File: config.mk
export PLATFORM = sky130hd
export DESIGN_NAME = simpleuart_tx
export DESIGN_NICKNAME = d
export VERILOG_FILES = /design/src/rtl/simpleuart_pkg.sv /design/src/rtl/simpleuart_tx_fifo.sv /design/src/rtl/simpleuart_tx.sv
export SDC_FILE = /design/constraint.sdc
export NUM_CORES = 1
export LEC_CHECK = 0
export CAP_MARGIN = 20
export CORE_MARGIN = 2
export CORE_UTILIZATION = 44
export CTS_BUF_LIST = sky130_fd_sc_hd__clkbuf_8
export CTS_CLUSTER_DIAMETER = 60
export DETAILED_ROUTE_END_ITERATION = 16
export SYNTH_ARGS = -nofsm -noshare
export SYNTH_HDL_FRONTEND = slang
export SYNTH_SLANG_ARGS = --single-unit
File: constraint.sdc
create_clock -name clk -period 5 [get_ports clk]
set_input_delay 0.75 -clock clk [delete_from_list [all_inputs] [get_ports clk]]
set_output_delay 0.75 -clock clk [all_outputs]
set_load 0.005 [all_outputs]
File: src/rtl/simpleuart_pkg.sv
// Shared types and constants for the simple UART transmitter.
// Covers the FSM state encoding, frame geometry and the divider helper functions.
package simpleuart_pkg;

  typedef enum logic [1:0] {
    IDLE  = 2'd0,
    START = 2'd1,
    DATA  = 2'd2,
    STOP  = 2'd3
  } tx_state_e;

  localparam int unsigned FRAME_BITS = 10;
  localparam logic [31:0] MIN_DIV    = 32'd2;

  // A bit period shorter than two clocks cannot be counted, so small values are raised to MIN_DIV.
  function automatic logic [31:0] clamp_div(input logic [31:0] div);
    return (div < MIN_DIV) ? MIN_DIV : div;
  endfunction

  function automatic logic [31:0] write_lanes(input logic [31:0] cur,
                                              input logic [3:0]  we,
                                              input logic [31:0] di);
    logic [31:0] v;
    v = cur;
    for (int i = 0; i < 4; i++) begin
      if (we[i]) begin
        v[8*i +: 8] = di[8*i +: 8];
      end else begin
        v[8*i +: 8] = cur[8*i +: 8];
      end
    end
    return v;
  endfunction

endpackage

File: src/rtl/simpleuart_tx_fifo.sv
// Byte FIFO that sits in front of the UART transmit FSM.
// Reads are combinational from the head entry, and pushes are ignored when the FIFO is full.
module simpleuart_tx_fifo #(
  parameter int unsigned DEPTH = 4
) (
  input  logic                     clk,
  input  logic                     rst,
  input  logic                     push,
  input  logic                     pop,
  input  logic [7:0]               din,
  output logic [7:0]               dout,
  output logic [$clog2(DEPTH):0]   level,
  output logic                     full,
  output logic                     empty
);

  localparam int unsigned PTR_W = $clog2(DEPTH);
  localparam int unsigned LVL_W = PTR_W + 1;

  logic [7:0]       r_mem [DEPTH];
  logic [PTR_W-1:0] r_wr_ptr;
  logic [PTR_W-1:0] r_rd_ptr;
  logic [LVL_W-1:0] r_level;
  logic             w_do_push;
  logic             w_do_pop;

  assign w_do_push = push && !full;
  assign w_do_pop  = pop && !empty;

  // Storage array; it has no reset because the level counter decides which entries are valid.
  always_ff @(posedge clk) begin
    if (w_do_push) begin
      r_mem[r_wr_ptr] <= din;
    end
  end

  // Pointers and occupancy; DEPTH is a power of two, so the pointers wrap on their own.
  always_ff @(posedge clk or posedge rst) begin
    if (rst) begin
      r_wr_ptr <= {PTR_W{1'b0}};
      r_rd_ptr <= {PTR_W{1'b0}};
      r_level  <= {LVL_W{1'b0}};
    end else begin
      if (w_do_push) begin
        r_wr_ptr <= r_wr_ptr + {{(PTR_W-1){1'b0}}, 1'b1};
      end
      if (w_do_pop) begin
        r_rd_ptr <= r_rd_ptr + {{(PTR_W-1){1'b0}}, 1'b1};
      end
      case ({w_do_push, w_do_pop})
        2'b10:   r_level <= r_level + {{(LVL_W-1){1'b0}}, 1'b1};
        2'b01:   r_level <= r_level - {{(LVL_W-1){1'b0}}, 1'b1};
        default: r_level <= r_level;
      endcase
    end
  end

  assign dout  = r_mem[r_rd_ptr];
  assign level = r_level;
  assign full  = (r_level == LVL_W'(DEPTH));
  assign empty = (r_level == {LVL_W{1'b0}});

endmodule

File: src/rtl/simpleuart_tx.sv
// Buffered 8N1 UART transmitter with a byte-lane writable baud divider.
// The transmit FSM drains the FIFO and sends each frame immediately after the previous stop bit.
module simpleuart_tx
  import simpleuart_pkg::*;
#(
  parameter int unsigned DEFAULT_DIV = 104,
  parameter int unsigned FIFO_DEPTH  = 4
) (
  input  logic                          clk,
  input  logic                          rst,
  input  logic [3:0]                    cfg_div_we,
  input  logic [31:0]                   cfg_div_di,
  output logic [31:0]                   cfg_div_do,
  input  logic                          tx_valid,
  input  logic [7:0]                    tx_data,
  output logic                          tx_ready,
  output logic                          ser_tx,
  output logic                          busy,
  output logic [$clog2(FIFO_DEPTH):0]   fifo_level
);

  localparam logic [2:0] LAST_BIT = 3'(FRAME_BITS - 3);

  tx_state_e   r_state;
  tx_state_e   w_state_nxt;
  logic [31:0] r_div;
  logic [31:0] r_div_lat;
  logic [31:0] w_div_lat_nxt;
  logic [31:0] r_clk_cnt;
  logic [31:0] w_clk_cnt_nxt;
  logic [2:0]  r_bit_cnt;
  logic [2:0]  w_bit_cnt_nxt;
  logic [7:0]  r_shift;
  logic [7:0]  w_shift_nxt;
  logic        r_ser_tx;
  logic        w_ser_nxt;
  logic        w_pop;
  logic        w_push;
  logic        w_full;
  logic        w_empty;
  logic [7:0]  w_dout;
  logic [31:0] w_div_eff;
  logic        w_cnt_done;

  assign w_push     = tx_valid && !w_full;
  assign w_div_eff  = clamp_div(r_div);
  assign w_cnt_done = (r_clk_cnt == 32'd0);

  simpleuart_tx_fifo #(
    .DEPTH (FIFO_DEPTH)
  ) u_fifo (
    .clk   (clk),
    .rst   (rst),
    .push  (w_push),
    .pop   (w_pop),
    .din   (tx_data),
    .dout  (w_dout),
    .level (fifo_level),
    .full  (w_full),
    .empty (w_empty)
  );

  // Divider register with byte-lane writes; the FSM samples it only when a frame starts.
  always_ff @(posedge clk or posedge rst) begin
    if (rst) begin
      r_div <= 32'(DEFAULT_DIV);
    end else begin
      r_div <= write_lanes(r_div, cfg_div_we, cfg_div_di);
    end
  end

  // Next-state logic; w_ser_nxt is the line level for the current state, registered one cycle later.
  always_comb begin
    w_state_nxt   = r_state;
    w_div_lat_nxt = r_div_lat;
    w_clk_cnt_nxt = r_clk_cnt;
    w_bit_cnt_nxt = r_bit_cnt;
    w_shift_nxt   = r_shift;
    w_ser_nxt     = 1'b1;
    w_pop         = 1'b0;
    case (r_state)
      IDLE: begin
        w_ser_nxt = 1'b1;
        if (!w_empty) begin
          w_pop         = 1'b1;
          w_shift_nxt   = w_dout;
          w_div_lat_nxt = w_div_eff;
          w_clk_cnt_nxt = w_div_eff - 32'd1;
          w_bit_cnt_nxt = 3'd0;
          w_state_nxt   = START;
        end else begin
          w_state_nxt   = IDLE;
        end
      end
      START: begin
        w_ser_nxt = 1'b0;
        if (w_cnt_done) begin
          w_clk_cnt_nxt = r_div_lat - 32'd1;
          w_state_nxt   = DATA;
        end else begin
          w_clk_cnt_nxt = r_clk_cnt - 32'd1;
        end
      end
      DATA: begin
        w_ser_nxt = r_shift[0];
        if (w_cnt_done) begin
          w_clk_cnt_nxt = r_div_lat - 32'd1;
          if (r_bit_cnt == LAST_BIT) begin
            w_state_nxt = STOP;
          end else begin
            w_bit_cnt_nxt = r_bit_cnt + 3'd1;
            w_shift_nxt   = {1'b0, r_shift[7:1]};
          end
        end else begin
          w_clk_cnt_nxt = r_clk_cnt - 32'd1;
        end
      end
      STOP: begin
        w_ser_nxt = 1'b1;
        if (w_cnt_done) begin
          if (!w_empty) begin
            w_pop         = 1'b1;
            w_shift_nxt   = w_dout;
            w_div_lat_nxt = w_div_eff;
            w_clk_cnt_nxt = w_div_eff - 32'd1;
            w_bit_cnt_nxt = 3'd0;
            w_state_nxt   = START;
          end else begin
            w_state_nxt   = IDLE;
          end
        end else begin
          w_clk_cnt_nxt = r_clk_cnt - 32'd1;
        end
      end
      default: begin
        w_state_nxt = IDLE;
      end
    endcase
  end

  // FSM state, counters and the glitch-free line driver; reset forces the line high at once.
  always_ff @(posedge clk or posedge rst) begin
    if (rst) begin
      r_state   <= IDLE;
      r_div_lat <= 32'(DEFAULT_DIV);
      r_clk_cnt <= 32'd0;
      r_bit_cnt <= 3'd0;
      r_shift   <= 8'd0;
      r_ser_tx  <= 1'b1;
    end else begin
      r_state   <= w_state_nxt;
      r_div_lat <= w_div_lat_nxt;
      r_clk_cnt <= w_clk_cnt_nxt;
      r_bit_cnt <= w_bit_cnt_nxt;
      r_shift   <= w_shift_nxt;
      r_ser_tx  <= w_ser_nxt;
    end
  end

  assign ser_tx     = r_ser_tx;
  assign cfg_div_do = r_div;
  assign tx_ready   = !w_full;
  assign busy       = (r_state != IDLE) || !w_empty;

endmodule
### Word level (Yosys, flattened, before mapping)

Memory sizes are Yosys's and may differ from the RTL's.
Cells that the tools add are included.

| word-level totals | value |
|---|---|
| register bits after elaboration | 117 |
| RAM bits | 32 |
| input bits | 47 |
| output and inout bits | 38 |
| logic and storage cells | 84 |
| memories kept | 1 |

Memories:

| name | depth | bits a word | read ports | clocked after memory_dff | wr ports | line | text |
|---|---|---|---|---|---|---|---|
| u_fifo.r_mem | 4 | 8 | 1 | 0 | 1 | simpleuart_tx_fifo.sv:20 | `logic [7:0] r_mem [DEPTH];` |

| cells by class | value |
|---|---|
| add/subtract/negate cells | 8 |
| order comparisons | 1 |
| equality and inequality tests | 12 |
| mux-type cells | 31 |
| reduce and logical (&&, ||, !) cells | 18 |

Operator list:

| operator | count |
|---|---|
| two-way mux 32 bit | 6 |
| case mux 32 bit (3 select lines) | 1 |
| subtractor 32 x 1 -> 32 bit (second input constant) | 3 |
| case mux 32 bit (2 select lines) | 1 |
| zero test 32 bit | 1 |
| less-than comparator 32 x 2 -> 1 bit (second input constant) | 1 |
| two-way mux 8 bit | 4 |
| case mux 8 bit (3 select lines) | 1 |
| two-way mux 3 bit | 4 |
| != test 2 bit (second input constant) | 5 |
| case mux 3 bit (3 select lines) | 1 |
| two-way mux 2 bit | 4 |
| case mux 2 bit (4 select lines) | 1 |
| AND reduction 4 bit | 2 |
| adder 3 x 1 -> 3 bit (second input constant) | 2 |
| == test 2 bit (second input constant) | 3 |
| == test 3 bit (second input constant) | 2 |
| case mux 3 bit (2 select lines) | 1 |
| nonzero test 2 bit | 3 |
| two-way mux 1 bit | 5 |
| adder 2 x 1 -> 2 bit (second input constant) | 2 |
| == test 2 x 1 -> 1 bit (second input constant) | 2 |
| OR reduction 2 bit | 2 |
| logical AND 1 bit | 3 |
| other kinds (9) | 10 |

### Longest topological paths before layout

Gate-level depths: netlist of run 1.

| depth | value |
|---|---|
| depth in word-level cells | 7 |
| gate-level depth with buffers | 13 |
| depth with buffers taken out | 12 |

### Hierarchy

Synthesis of run 1 repeated with hierarchy kept, for this count alone.

| unflattened totals | value |
|---|---|
| cells, all modules | 794 |
| area total of the unflattened synthesis | 8458.1 sq um |

Modules (own cells, without submodules):

| module | instances | cells each | area each (sq um) | seq. area each (sq um) |
|---|---|---|---|---|
| simpleuart_tx | 1 | 714 | 6861.6 | 2761.4 |
| simpleuart_tx_fifo | 1 | 80 | 1596.5 | 1136.1 |

### Worst setup path after synthesis of run 1

OpenSTA, ideal clock, no wires.

| path | value |
|---|---|
| path type | register -> register |
| start | register r_clk_cnt[0] |
| end | register u_fifo.r_level[2] (netlist: u_fifo.level[2]) |
| setup time | 0.079 ns |
| data arrival time | 3.154 ns |
| required time | 4.921 ns |
| path slack | 1.767 ns |
| cell stages (with the launch flop) | 14 |
| path buffers | 1 |
| period minus slack after synthesis | 3.233 ns |
| cell sequence | dfrtp_1 inv_1 ha_1 or3b_1 buf_2 nor4_2 nand4_1 a21oi_1 ha_1 inv_1 fa_1 xor2_1 nor2_1 xor2_1 |

| between the ends | value |
|---|---|
| word-level cells in the longest chain between the ends | 6 |
| elaborated cells on any way between the ends | 8 |
| classes of those cells | eq/ne: 2; mux: 3; reduce/logical: 3 |

Ends and longest elaborated chain:

| what | line | text |
|---|---|---|
| from (decl) | simpleuart_tx.sv:29 | `logic [31:0] r_clk_cnt;` |
| from (signal assigned) | simpleuart_tx.sv:153 | `r_clk_cnt <= w_clk_cnt_nxt;` |
| zero test 32 bit (*) | simpleuart_tx.sv:47 | `assign w_cnt_done = (r_clk_cnt == 32'd0);` |
| two-way mux 1 bit (*) | simpleuart_tx.sv:120 | `if (w_cnt_done) begin` |
| case mux 1 bit (2 select lines) (*) | simpleuart_tx.sv:81 | `case (r_state)` |
| logical AND 1 bit (*) | simpleuart_tx_fifo.sv:28 | `assign w_do_pop = pop && !empty;` |
| net u_fifo.w_do_pop | simpleuart_tx_fifo.sv:25 | `logic w_do_pop;` |
| == test 2 x 1 -> 1 bit or == test 2 bit (tied branches) | simpleuart_tx_fifo.sv:50 | `case ({w_do_push, w_do_pop})` |
| case mux 3 bit (2 select lines) or nonzero test 2 bit (tied branches) | - |  |
| to (signal assigned) | simpleuart_tx_fifo.sv:51 | `2'b10: r_level <= r_level + {{(LVL_W-1){1'b0}}, 1'b1};` |
| to (signal assigned) | simpleuart_tx_fifo.sv:52 | `2'b01: r_level <= r_level - {{(LVL_W-1){1'b0}}, 1'b1};` |
| to (signal assigned) | simpleuart_tx_fifo.sv:53 | `default: r_level <= r_level;` |
| to (decl) | simpleuart_tx_fifo.sv:23 | `logic [LVL_W-1:0] r_level;` |

The timed path passes the listed nets; every way through them passes the cells marked *.
A chain may end at the register's enable or synchronous reset.

### Worst setup path after layout of run 1

| path | value |
|---|---|
| start | register r_div[28] (netlist: cfg_div_do[28]) |
| end | register r_clk_cnt[30] |

| between the ends | value |
|---|---|
| word-level cells in the longest chain between the ends | 6 |

Ends and longest elaborated chain:

| what | line | text |
|---|---|---|
| from (decl) | simpleuart_tx.sv:26 | `logic [31:0] r_div;` |
| from (signal assigned) | simpleuart_tx.sv:66 | `r_div <= 32'(DEFAULT_DIV);` |
| from (signal assigned) | simpleuart_tx.sv:68 | `r_div <= write_lanes(r_div, cfg_div_we, cfg_div_di);` |
| less-than comparator 32 x 2 -> 1 bit | simpleuart_pkg.sv:17 | `return (div < MIN_DIV) ? MIN_DIV : div;` |
| two-way mux 32 bit (*) | simpleuart_pkg.sv:17 |  |
| subtractor 32 x 1 -> 32 bit (*) | simpleuart_tx.sv:88, simpleuart_tx.sv:125 |  |
| two-way mux 32 bit (*) | simpleuart_tx.sv:84, simpleuart_tx.sv:121 |  |
| two-way mux 32 bit | simpleuart_tx.sv:120 |  |
| case mux 32 bit (3 select lines) (*) | simpleuart_tx.sv:81 |  |
| net w_clk_cnt_nxt[30] | simpleuart_tx.sv:30 | `logic [31:0] w_clk_cnt_nxt;` |

Marks and branches as above.

==> results.md, run 1 <==
Outcome:
- The flow ran to the end, and the final reports show no timing, DRC or antenna violations.

Worst setup path:
- STA puts the critical path data required time at 5370 ps.
- In this run the worst path has a maximum fanout of 11.
- The kind of critical path is reg -> reg.
- The number of cell instances on the worst register-to-register path is 12.
- The critical path endpoint category is a flop.
- STA puts the critical path data arrival time at 4490 ps.
- The worst setup path is launched from a flop.

Pwr:
- IR analysis of the VDD net gives a maximum drop of 290 uV.
- The total internal power is ~3.3 mW.
- The relative contribution of the clock network to total power is between 10% and 20%.
- The share of total power in combinational logic is 46.4%.
- Dividing total power by cell area gives a power density of slightly below 600 nW/um2.
- Net switching is a little over two fifths of the power.
- Summed over all cells, the static leakage comes to 3.87 nW.
- The analysis attributes to net switching a power of 2.46 mW.
- The fraction of power consumed by sequential logic is between 30% and 40%.

CTS:
- CTS saw 149 sinks.
- The post-cts gate resize count is 0.
- The CTS clock-pin slew for the worst setup and hold paths is 100 ps.
- The number of hold-repair buffers added at the cts stage is 0.
- Buffers inserted during clock tree synthesis total 17.
- The clock tree synthesis step divided the H-tree into 4 levels.
- At the later pin of the worst-skew pair, clock insertion delay measures between 400 and 500 ps.
- The clock tree from TritonCTS is built.
- The clock root buffer master is sky130_fd_sc_hd__clkbuf_8.
- Once the clock tree was built, the setup fixing pass inserted 0 buffers.
- Counting along the longest clock path gives a buffer depth of 2.

Drt:
- The via-per-instance ratio is 5.89.
- In the final routed layout, each cell accounts on average for 19.3 um.
- The first TritonRoute pass finished after 5 iterations.
- The remaining antenna violation count after routing is 0.
- In this run, the number of DRC markers left after iteration 0 of detailed routing was 481.
- For this run, design rule violations remaining after detail routing come to 0.
- The total wire length is 22.1 mm.
- The count of vias placed by the detailed router is 6752.

Global route:
- The via count of the first global-routing pass was about 6600.
- The sum of overflow across all layers after global routing is 0.
- The pin count of the biggest net entering global routing is 46.
- Across every metal layer, demand over resource in global routing totals 22.5%.
- The first global-routing pass estimated roughly 36 mm of wire.
- The number of antenna violations at the first check in global routing is 0.

Timing:
- Setup repair after global routing left no endpoint under its margin.
- The relative max-transition margin is 29.4%.
- The actual slew at the worst max-slew pin is 1050 ps.
- The number of hold violations in the final report is 0.
- The final worst clock skew is 9.63 ps.
- The post-route setup TNS is 0 ps.
- The final count of pins violating max slew is 0.
- Hold timing on the final database bottoms out at a slack of approximately 490 ps.
- The final worst-path cycle share is 82.5%.
- The final number of setup-violating endpoints is 0.
- The upper clock frequency limit is between 200 and 250 MHz.
- The worst path in the final design needs a cycle of roughly 4100 ps, including I/O delays and setup.

Logic synthesis:
- During synthesis, Yosys emitted a total of 0 warnings.
- The number of enable-type register cells in the synthesized netlist is 32.
- A synthesized cell averages between 10 and 15 um2.
- The post-synthesis cell count is 800.
- The post-synthesis register bit count is about 150.
- When the netlist entered floorplanning its net count stood at 863.
- The async set-reset flop share out of synthesis is 78.5%.
- The sequential cell area fraction in the yosys report is a little under half.
- After synthesis the cells add up to approximately 8500 um2.
- The most frequently used flop master after synthesis is sky130_fd_sc_hd__dfrtp_1.
- The number of distinct library cell variants in the gate-level netlist after synthesis is 71.

Cells and area:
- 0 antenna diodes ended up in the layout.
- The signed area change from the synthesized netlist to the final layout is 17.7%.
- The ratio of cells with drive above 1 in the final layout is 16.6%.
- For this run, the post-layout net count is 937.
- The non-filler instance count after layout is 1147.

Job:
- The count of max-cap constraint violations is 0.

Hold path:
- Along the worst hold path, the cell count comes to 2.
- The type of the tightest min-delay check is reg -> reg.

Floorplanning:
- The effective utilization at floorplan is 45.2%.
- For this design the top-level I/O count stands at 85.
- The floorplan step defined a die boundary enclosing 20500 um2.
- The floorplan step set the die width to between 100 and 150 um.
- The die height is 143 um.
- The initialized floorplan defines 50 standard-cell rows.
- The area inside the core boundary is 18800 um2.

Placement:
- At the end of routability-driven placement, the weighted congestion stood at roughly 0.86.
- The placed cell count is 1114.
- Detailed placement ended at an HPWL of 15.9 mm.
- The number of input and output port buffers inserted is 84.
==> cell usage after synthesis, types with 5 or more instances <==
cell type                     n  share of area [%]
sky130_fd_sc_hd__or3_1       14                1.0
sky130_fd_sc_hd__mux2i_1     16                1.9
sky130_fd_sc_hd__xnor2_1     37                3.8
sky130_fd_sc_hd__o211ai_1    12                1.1
sky130_fd_sc_hd__a211o_1      7               0.72
sky130_fd_sc_hd__nor3_1      39                2.3
sky130_fd_sc_hd__a2bb2oi_1    6               0.62
sky130_fd_sc_hd__nand2_1     45                2.0
sky130_fd_sc_hd__a21oi_1     23                1.4
sky130_fd_sc_hd__o31ai_1      5               0.44
sky130_fd_sc_hd__edfxtp_1    32                 11
sky130_fd_sc_hd__or4_1       11               0.97
sky130_fd_sc_hd__and3_1       7               0.51
sky130_fd_sc_hd__nand3_1     21                1.2
sky130_fd_sc_hd__o22ai_1      6               0.44
sky130_fd_sc_hd__ha_1        15                2.2
sky130_fd_sc_hd__o21ai_0     26                1.5
sky130_fd_sc_hd__xor2_1      38                3.9
sky130_fd_sc_hd__dfstp_2      7                2.2
sky130_fd_sc_hd__nor2_1      60                2.6
sky130_fd_sc_hd__nand2b_1     8               0.59
sky130_fd_sc_hd__mux4_2       8                2.1
sky130_fd_sc_hd__nand4_1     11               0.81
sky130_fd_sc_hd__mux2_2      65                8.6
sky130_fd_sc_hd__dfrtp_1    110                 32
sky130_fd_sc_hd__inv_1       15               0.66
sky130_fd_sc_hd__nor4_1      31                2.3
sky130_fd_sc_hd__nor2b_1      5               0.37
sky130_fd_sc_hd__clkbuf_1    28                1.2
sky130_fd_sc_hd__o221ai_1     6               0.62
==> metal layers <==
metal	up-vias	global-route usage, %	part of all wire [%]
li1	3136	-	-
met5	-	0	0
met4	0	5.63	1.3
met2	234	36.0	47
met3	23	4.43	6.1
met1	3359	31.6	45
==> cell usage in the layout (no fill, tap or decap), types with 14 or more instances in the layout <==
master                              n
sky130_fd_sc_hd__nor4_1            31
sky130_fd_sc_hd__ha_1              15
sky130_fd_sc_hd__clkbuf_8          17
sky130_fd_sc_hd__nor2_1            60
sky130_fd_sc_hd__mux2_2            65
sky130_fd_sc_hd__clkdlybuf4s50_1   84
sky130_fd_sc_hd__dfrtp_1          110
sky130_fd_sc_hd__edfxtp_1          32
sky130_fd_sc_hd__or3_1             14
sky130_fd_sc_hd__xor2_1            38
sky130_fd_sc_hd__mux2i_1           16
sky130_fd_sc_hd__o21ai_0           26
sky130_fd_sc_hd__a21oi_1           23
sky130_fd_sc_hd__nand2_1           45
sky130_fd_sc_hd__nand3_1           21
sky130_fd_sc_hd__nor3_1            38
sky130_fd_sc_hd__inv_1             14
sky130_fd_sc_hd__xnor2_1           37
==> cell type report <==
| cell class | instances | area, um2 |
|---|---|---|
| clock buffer | 17 | 234 |
| clock inverter | 15 | 179 |
| fill | 1679 | 8810 |
| inverter | 15 | 58.8 |
| multi-input combinational | 594 | 4360 |
| sequential | 149 | 3900 |
| tap | 260 | 325 |
| timing repair buffer | 97 | 958 |
==> per-stage QoR <==
stage / utilization, % / power (mW) / instance area (um2) / setup WS (ps)
after global routing: 53.2 / 6.16 / 10000 / 616
final: 53.2 / 5.77 / 10000 / 873
after global placement: 50.9 / 4.74 / 9580 / 1170
after floorplan: - / 4.05 / 8510 / 1160
after CTS: 53.0 / 5.76 / 9990 / 1070
after detailed placement: 50.9 / 4.80 / 9580 / 1110
==> power by group through the flow <==
stage               Sequential, mW  Combinational (mW)  Clock (mW)
floorplan                     2.00                2.06           0
CTS                           2.14                2.65       0.971
detailed placement            2.16                2.64           0
global placement              2.14                2.59           0
finish                        2.14                2.68       0.952
global route                  2.21                2.93        1.02
==> worst max-delay path, stage by stage (launching register included) <==
cell,delay [ps]
sky130_fd_sc_hd__dfrtp_1,460
sky130_fd_sc_hd__nor4_1,820
sky130_fd_sc_hd__nand4_1,440
sky130_fd_sc_hd__nor3_1,430
sky130_fd_sc_hd__nand2b_1,230
sky130_fd_sc_hd__ha_1,210
sky130_fd_sc_hd__nor2b_1,220
sky130_fd_sc_hd__nand3_1,110
sky130_fd_sc_hd__buf_4,250
sky130_fd_sc_hd__nor4_1,350
sky130_fd_sc_hd__xnor2_1,160
sky130_fd_sc_hd__a211oi_1,90
sky130_fd_sc_hd__a211o_1,260
==> registers in the layout, summed over array words and instances (netlist names) <==
| name | count |
|---|---|
| cfg_div_do | 32 |
| r_state | 2 |
| u_fifo.r_wr_ptr | 2 |
| r_shift | 8 |
| u_fifo.level | 3 |
| r_div_lat | 32 |
| r_clk_cnt | 32 |
| r_bit_cnt | 3 |
| ser_tx | 1 |
| u_fifo.r_rd_ptr | 2 |
| u_fifo.r_mem | 32 |
==> cells by family after synthesis <==
family / share of synthesized area (%)
buf+inv: 2.98
simple gates: 17.7
fa+ha+maj: 2.44
xor+xnor: 7.72
flops: 45.8
compound gates: 10.7
mux: 12.6
==> worst paths after layout <==
| kind | startpoint | end | slack, ps |
|---|---|---|---|
| setup / recovery | cfg_div_do[28]$_DFFE_PP0P_ | r_clk_cnt[30]$_DFF_PP0_ | 870 |
| min in group asynchronous | rst | cfg_div_do[15]$_DFFE_PP0P_ | 690 |
| max in group asynchronous | rst | u_fifo.r_rd_ptr[0]$_DFFE_PP0P_ | 3320 |
| hold reg to reg | r_shift[2]$_DFFE_PP0P_ | r_shift[2]$_DFFE_PP0P_ | 490 |
| hold / removal | r_shift[2]$_DFFE_PP0P_ | r_shift[2]$_DFFE_PP0P_ | 490 |
| setup reg to reg | cfg_div_do[28]$_DFFE_PP0P_ | r_clk_cnt[30]$_DFF_PP0_ | 870 |
(Power assumes the default switching activity.)
==> inputs of run 2 (changes only) <==
- clock period: 5 -> 4 ns (I/O delays scaled with it)
==> results.md, run 2 (same netlist as run 1, synthesis figures left out) <==
Global route:
- In the global route stage, overall resource usage came out at a little under a quarter.
- The via count of the first global-routing pass came to roughly 6700.
- The number of antenna violations at the first check in global routing is 0.
- The wire length of the first global-routing pass is 36.3 mm.
- For this run the aggregate overflow at the end of global routing stands at 0.
- The pin count of the biggest net entering global routing is 70.

Placement:
- The sum of net half-perimeters after detailed placement is 16.1 mm.
- The routability-driven placement congestion ratio is between 0.8 and 0.9.
- The count of buffers added on input and output ports is 84.

Drt:
- In the final routed layout, each cell accounts on average for 19.1 um.
- The final route contains 6732 vias.
- The detail route stage leaves a number of antenna-violating nets equal to 0.
- The number of remaining DRC errors is 0.
- Summed over all layers, the routed wires come to 22.2 mm.
- The number of violations reported at the end of detailed-routing iteration 0 is 536.
- The length of the first detailed-routing pass in iterations is 5.
- The via-per-instance ratio is 5.78.

Timing:
- The post-layout minimum cycle time is 3530 ps.
- On the final layout, the worst hold slack is 494 ps.
- The worst path uses 88.2% of the clock period.
- The final count of pins violating max slew is 0.
- The final number of setup-violating endpoints is 0.
- The final worst clock skew is ~15 ps.
- The relative max-transition margin is 40.7%.
- At the pin with the least slew margin, the transition time is approximately 890 ps.
- Summed over all failing endpoints, the final setup total negative slack is 0 ps.
- Based on the critical path, the design can be clocked at up to 283 MHz.
- The number of hold violations in the final report is 0.
- Setup repair after global routing left no endpoint under its margin.

CTS:
- The later pin in the worst-skew pair is clocked with a latency of ~470 ps.
- TritonCTS created 17 clock buffers.
- The number of hold-repair buffers added at the cts stage is 0.
- The clock passes through at most 2 buffers.
- The cell sitting at the root of the clock tree is a sky130_fd_sc_hd__clkbuf_8.
- The H-tree generated during clock tree synthesis spans 4 levels.
- The CTS clock-pin slew for the worst setup and hold paths is 90 ps.
- The clock tree from TritonCTS is built.
- The post-cts gate resize count is 0.
- The number of setup buffers added after CTS is 0.
- Clock tree synthesis found a total of 149 sinks.

Job:
- The count of max-cap constraint violations is 0.

Worst setup path:
- Across all register-to-register paths, the minimum setup slack is 470 ps.
- The kind of critical path is reg -> reg.
- The worst register-to-register path begins at cfg_div_do[12]$_DFFE_PP0P_.
- Data on the critical path is required at its endpoint by ~4400 ps.
- STA classifies the critical path startpoint as a flop.
- The critical path endpoint category is a flop.
- The worst register-to-register path ends at r_clk_cnt[28]$_DFF_PP0_.
- The signal arrival time at the worst endpoint is 3890 ps.
- The number of cell instances on the worst register-to-register path is 12.
- Along the worst path, the maximum fanout reaches 11.

Floorplanning:
- Row generation in the floorplan step produced 50 rows.
- The total area inside the core boundary comes to between 15000 and 20000 um2.
- The chip width is around 140 um.
- The floorplan step defined a die boundary enclosing a little over 20000 um2.
- The effective utilization at floorplan is 45.2%.
- 85 I/O pins were placed.
- The die height is 143 um.

Cells and area:
- The signed area change from the synthesized netlist to the final layout is 18.6%.
- In the layout the commonest cells are 110 x sky130_fd_sc_hd__dfrtp_1, 84 x sky130_fd_sc_hd__clkdlybuf4s50_1, 65 x sky130_fd_sc_hd__mux2_2.
- The most common cell after layout, fill and taps aside is sky130_fd_sc_hd__dfrtp_1.
- The sequential standard cell area is 3900 um2.
- The multi-input combinational cells in the finished layout cover a total of approximately 4400 um2.
- In the final layout, the share of cells above drive strength 1 is 18.1%.
- The filler cell count in the final layout is between 1500 and 2000.
- In the final design database the tool counted 954 nets.
- The antenna diode instance count is 0.

Hold path:
- The hold-critical path endpoint is r_shift[4]$_DFFE_PP0P_.
- The tightest min-delay check is of the reg -> reg type.
- The source of the worst hold timing path is r_shift[4]$_DFFE_PP0P_.
- The worst hold path passes through 2 cells.

Pwr:
- The highest ir drop seen on vdd is 316 uV.
- The leakage power summed over all cells is ~3.9 nW.
- The total power density per cell area is 709 nW/um2.

Outcome:
- The run finished with clean final reports.
-- run 2: layer usage --
| metal | share of wire [%] | global-route usage [%] | routed length [um] |
|---|---|---|---|
| met1 | 45 | 31.4 | 10000 |
| met2 | 48 | 36.3 | 10600 |
| met3 | 5.5 | 4.83 | 1210 |
| met4 | 1.9 | 6.72 | 412 |
| met5 | 0 | 0 | 0 |
-- run 2: power breakdown --
group / internal [mW] / total, mW / switching, mW / leakage [nW]
combinational: 1.55 / 3.32 / 1.77 / 2.03
sequential: 2.09 / 2.67 / 0.580 / 1.70
clock: 0.469 / 1.17 / 0.701 / 0.192
-- run 2: worst max path at each step --
stage	from	endpoint	slack (ps)	depth (start not counted)
detailed placement	cfg_div_do[12]$_DFFE_PP0P_	r_clk_cnt[28]$_DFF_PP0_	550	12
global placement	cfg_div_do[12]$_DFFE_PP0P_	r_clk_cnt[30]$_DFF_PP0_	610	12
global route	cfg_div_do[12]$_DFFE_PP0P_	r_clk_cnt[28]$_DFF_PP0_	220	12
finish	cfg_div_do[12]$_DFFE_PP0P_	r_clk_cnt[28]$_DFF_PP0_	470	12
floorplan	rst	cfg_div_do[0]$_DFFE_PP0P_	310	1
CTS	cfg_div_do[12]$_DFFE_PP0P_	r_clk_cnt[28]$_DFF_PP0_	500	12
-- run 2: critical path: stages (launching register included) --
cell and delay (ps):
sky130_fd_sc_hd__dfrtp_1 470, sky130_fd_sc_hd__nor4_1 500, sky130_fd_sc_hd__nand4_1 270, sky130_fd_sc_hd__nor3_1 410
sky130_fd_sc_hd__nand2b_1 230, sky130_fd_sc_hd__ha_1 210, sky130_fd_sc_hd__nor2b_1 200, sky130_fd_sc_hd__nand3_1 120
sky130_fd_sc_hd__buf_4 210, sky130_fd_sc_hd__nor4_1 240, sky130_fd_sc_hd__xnor2_1 160, sky130_fd_sc_hd__a211oi_1 90
sky130_fd_sc_hd__a221o_1 300
-- run 2: final cells by class --
type,instances,area share [%]
flip-flops and latches,149,38.6
multi-input cells,594,43.2
clock inverters,15,1.50
inverters,15,0.582
repair buffers,114,10.6
clock buffers,17,2.32
well taps,260,3.22
-- run 2: stage by stage --
step                      power [mW]  cells  cell area, um2  utilization (%)  worst slack [ps]
final                           7.16   1164           10100             53.6               470
after global routing            7.68   1164           10100             53.6               221
after CTS                       7.21   1164           10100             53.6               503
after detailed placement        6.02   1132            9710             51.6               547
after global placement          5.92   1132            9710             51.6               605
after floorplan                 5.07    800            8510                -               311
==> inputs of run 3 (changes only) <==
- ABC_AREA: not set -> 1
- PLACE_DENSITY: not set -> 0.7
==> results.md, run 3 <==
Outcome:
- The run finished with clean final reports.

Cells and area:
- The post-route netlist has 7.11% of its cells at a drive strength greater than 1.
- The number of antenna diodes in the final layout is 0.
- The top cell types in the final layout, fill and taps aside, are 322 x sky130_fd_sc_hd__nand2_1, 192 x sky130_fd_sc_hd__nor2_1, 122 x sky130_fd_sc_hd__inv_1.
- The final net count is 1400.
- The area growth from synthesis to layout is 16.4%.
- The filler cells instantiated in the layout total 2003.
- The most common cell after layout, fill and taps aside is sky130_fd_sc_hd__nand2_1.

Worst setup path:
- The kind of launch point of the worst setup path is a flop.
- By startpoint and endpoint, the worst setup path is classified as reg -> reg.
- The required time of the critical path is 4380 ps.
- The worst-path maximum fanout is 6.
- The signal arrival time at the worst endpoint is 3510 ps.
- STA classifies the critical path endpoint as a flop.

Logic synthesis:
- The async set-reset flop share out of synthesis is 78.5%.
- In the post-synthesis netlist, the biggest area contributors are sky130_fd_sc_hd__dfrtp_1 30%, sky130_fd_sc_hd__nand2_1 13%, sky130_fd_sc_hd__edfxtp_1 10%.
- The cell with the most instances after synthesis is sky130_fd_sc_hd__nand2_1.
- Averaged over all synthesized cells, the footprint is between 7 and 8 um2.
- Of the synthesized area, sequential elements account for 42.2%.
- The number of warnings printed during yosys synthesis is 0.
- The number of enable-type register cells in the synthesized netlist is 32.
- The number of distinct library cell variants in the gate-level netlist after synthesis is 47.
- The post-synthesis cell count is 1259.
- The cell taking the most area after synthesis is sky130_fd_sc_hd__dfrtp_1.
- The post-synthesis net count is around 1300.
- The cell area after synthesis is 9230 um2.
- The post-synthesis register bit count is 149.
- Counting instances in the post-synthesis netlist gives the leading cell types as 322 x sky130_fd_sc_hd__nand2_1, 192 x sky130_fd_sc_hd__nor2_1, 123 x sky130_fd_sc_hd__inv_1.
- Of the post-synthesis cell area, the dominant cell type holds around 30%.
- The most frequently used flop master after synthesis is sky130_fd_sc_hd__dfrtp_1.

Timing:
- The upper clock frequency limit is 320 MHz.
- The final critical path takes up 78.2% of the cycle.
- Final hold analysis gives a worst-case slack of just over 500 ps.
- Setup repair after global routing left no endpoint under its margin.
- For the pin with the worst max-slew slack, the measured transition is ~830 ps.
- The relative max-transition margin is roughly 44%.
- The number of hold violations in the final report is 0.
- The clock arrives with 16.4 ps of skew.
- The final number of setup-violating endpoints is 0.
- The final count of pins violating max slew is 0.
- The post-route setup TNS is 0 ps.
- The post-layout minimum cycle time is 3130 ps.

Floorplanning:
- The chip width is 149 um.
- The number of ports placed on the die boundary is 85.
- The site row count is 52.
- The area inside the core boundary is 20400 um2.
- The effective utilization at floorplan is 45.2%.
- The die covers about 22000 um2.
- Measured along the y axis, the die boundary spans 149 um.

Job:
- Max-cap violations in this run came to 0.

Drt:
- In the routed design, unresolved DRC markers number 0.
- Detailed routing placed a total of ~12 mm of wire on met2.
- The highest layer touched by signal routing is met4.
- The detailed router put a total of 11.9 mm of wire on met1.
- Dividing the detail-routed via count by the number of cells gives approximately 5.3.
- Summing over every cut layer, the via total after detailed routing is 8513.
- The number of violations reported at the end of detailed-routing iteration 0 is between 400 and 500.
- The total wire length is roughly 26 mm.
- In the final routed layout, each cell accounts on average for 16.3 um.
- The routed wire length on met3 is 1.54 mm.
- In this run the remaining antenna-violating nets after routing total 0.
- The first detailed-routing pass ran for 5 iterations.

Global route:
- The first global-routing pass estimated 42.0 mm of wire.
- The via count of the first global-routing pass is 7938.
- Entering global routing, the biggest net connects 82 pins.
- The number of antenna violations at the first check in global routing was 0.
- The global router's overall resource usage is 24.5%.
- The sum of overflow across all layers after global routing is 0.

Pwr:
- The leakage power summed over all cells is 4.68 nW.
- The highest ir drop seen on vdd is 218 uV.
- Dividing total power by cell area gives a power density of 527 nW/um2.

CTS:
- The clock passes through at most 2 buffers.
- The CTS sink count is 149.
- The buffers inserted during post-CTS setup optimization is 0.
- TritonCTS built the clock tree.
- In this run, post-CTS repair resized a total of 0 instances.
- After clock tree synthesis, the clock-pin slew on the worst setup and hold paths is 110 ps.
- The clock latency on the worst-skew pair is approximately 480 ps.
- Clock tree synthesis selected as its root buffer the cell sky130_fd_sc_hd__clkbuf_8.
- In this run, CTS created clock tree buffers numbering 17.
- The H-tree depth is 4.
- The number of hold buffers added after CTS was 0.

Hold path:
- The path class of the tightest hold or removal check is reg -> reg.

Placement:
- Port buffering added 84 buffers.
- The congestion estimate from routability-driven global placement came to slightly above 0.9.
- The sum of net half-perimeters after detailed placement is 19.6 mm.
## run 3: cell type report
type	instances	area [um2]	area share, %
Multi-Input combinational cell	943	4670	43.4
Sequential cell	149	3900	36.3
Timing Repair Buffer	95	936	8.70
Inverter	131	497	4.62
Tap cell	270	338	3.14
Clock buffer	17	234	2.18
Clock inverter	15	180	1.68
## run 3: final timing paths
check | start | end | slack, ps | cells after the start
max | cfg_div_do[25]$_DFFE_PP0P_ | r_clk_cnt[26]$_DFF_PP0_ | 870 | 15
min | r_div_lat[6]$_DFFE_PP1P_ | r_div_lat[6]$_DFFE_PP1P_ | 500 | 2
max reg2reg | cfg_div_do[25]$_DFFE_PP0P_ | r_clk_cnt[26]$_DFF_PP0_ | 870 | 15
min reg2reg | r_div_lat[6]$_DFFE_PP1P_ | r_div_lat[6]$_DFFE_PP1P_ | 500 | 2
max in group asynchronous | rst | cfg_div_do[6]$_DFFE_PP1P_ | 2660 | 3
min in group asynchronous | rst | r_shift[1]$_DFFE_PP0P_ | 520 | 2
## run 3: per-layer routing
layer,global-route usage (%),vias to the layer above
li1,-,4276
met1,32.8,3901
met2,39.6,274
met3,4.80,62
met4,9.48,0
met5,0,-
## run 3: logic make-up after synthesis
logic type,Yosys count,synth area share [%]
AOI/OAI and AO/OA,224,13.3
DFF,149,42.2
buffers and inverters,167,7.22
adders and majority gates,16,2.25
muxes,1,0.108
xor gates and xnor gates,51,4.84
and+or+nand+nor,651,30.1
## run 3: critical path: stages, from the launching register on
cell                      delay, ps
sky130_fd_sc_hd__dfrtp_1        440
sky130_fd_sc_hd__inv_1          140
sky130_fd_sc_hd__nand2_1         90
sky130_fd_sc_hd__nor2_1         150
sky130_fd_sc_hd__nand2_1         70
sky130_fd_sc_hd__nor2_1         160
sky130_fd_sc_hd__nand2_1        180
sky130_fd_sc_hd__nand2_1        160
sky130_fd_sc_hd__ha_1           190
sky130_fd_sc_hd__nand2_1        110
sky130_fd_sc_hd__nor2_2         220
sky130_fd_sc_hd__nand3_1        170
sky130_fd_sc_hd__nor3b_1        550
sky130_fd_sc_hd__a31oi_1        170
sky130_fd_sc_hd__o21ai_1        160
sky130_fd_sc_hd__nand2_1         50
## run 3: power breakdown
part,switching [mW],internal [mW]
clock,0.724,0.476
sequential,0.483,2.05
combinational,1.19,0.742
## run 3: per-stage QoR
stage               instances  power, mW  utilization [%]  instance area [um2]  setup WS, ps
finish                   1620       5.66             52.6                10800           871
global route             1620       6.08             52.6                10800           530
CTS                      1620       5.66             52.6                10800           859
detailed placement       1588       4.45             50.6                10300           888
global placement         1588       4.42             50.6                10300           985
floorplan                1259       3.80                -                 9230           311
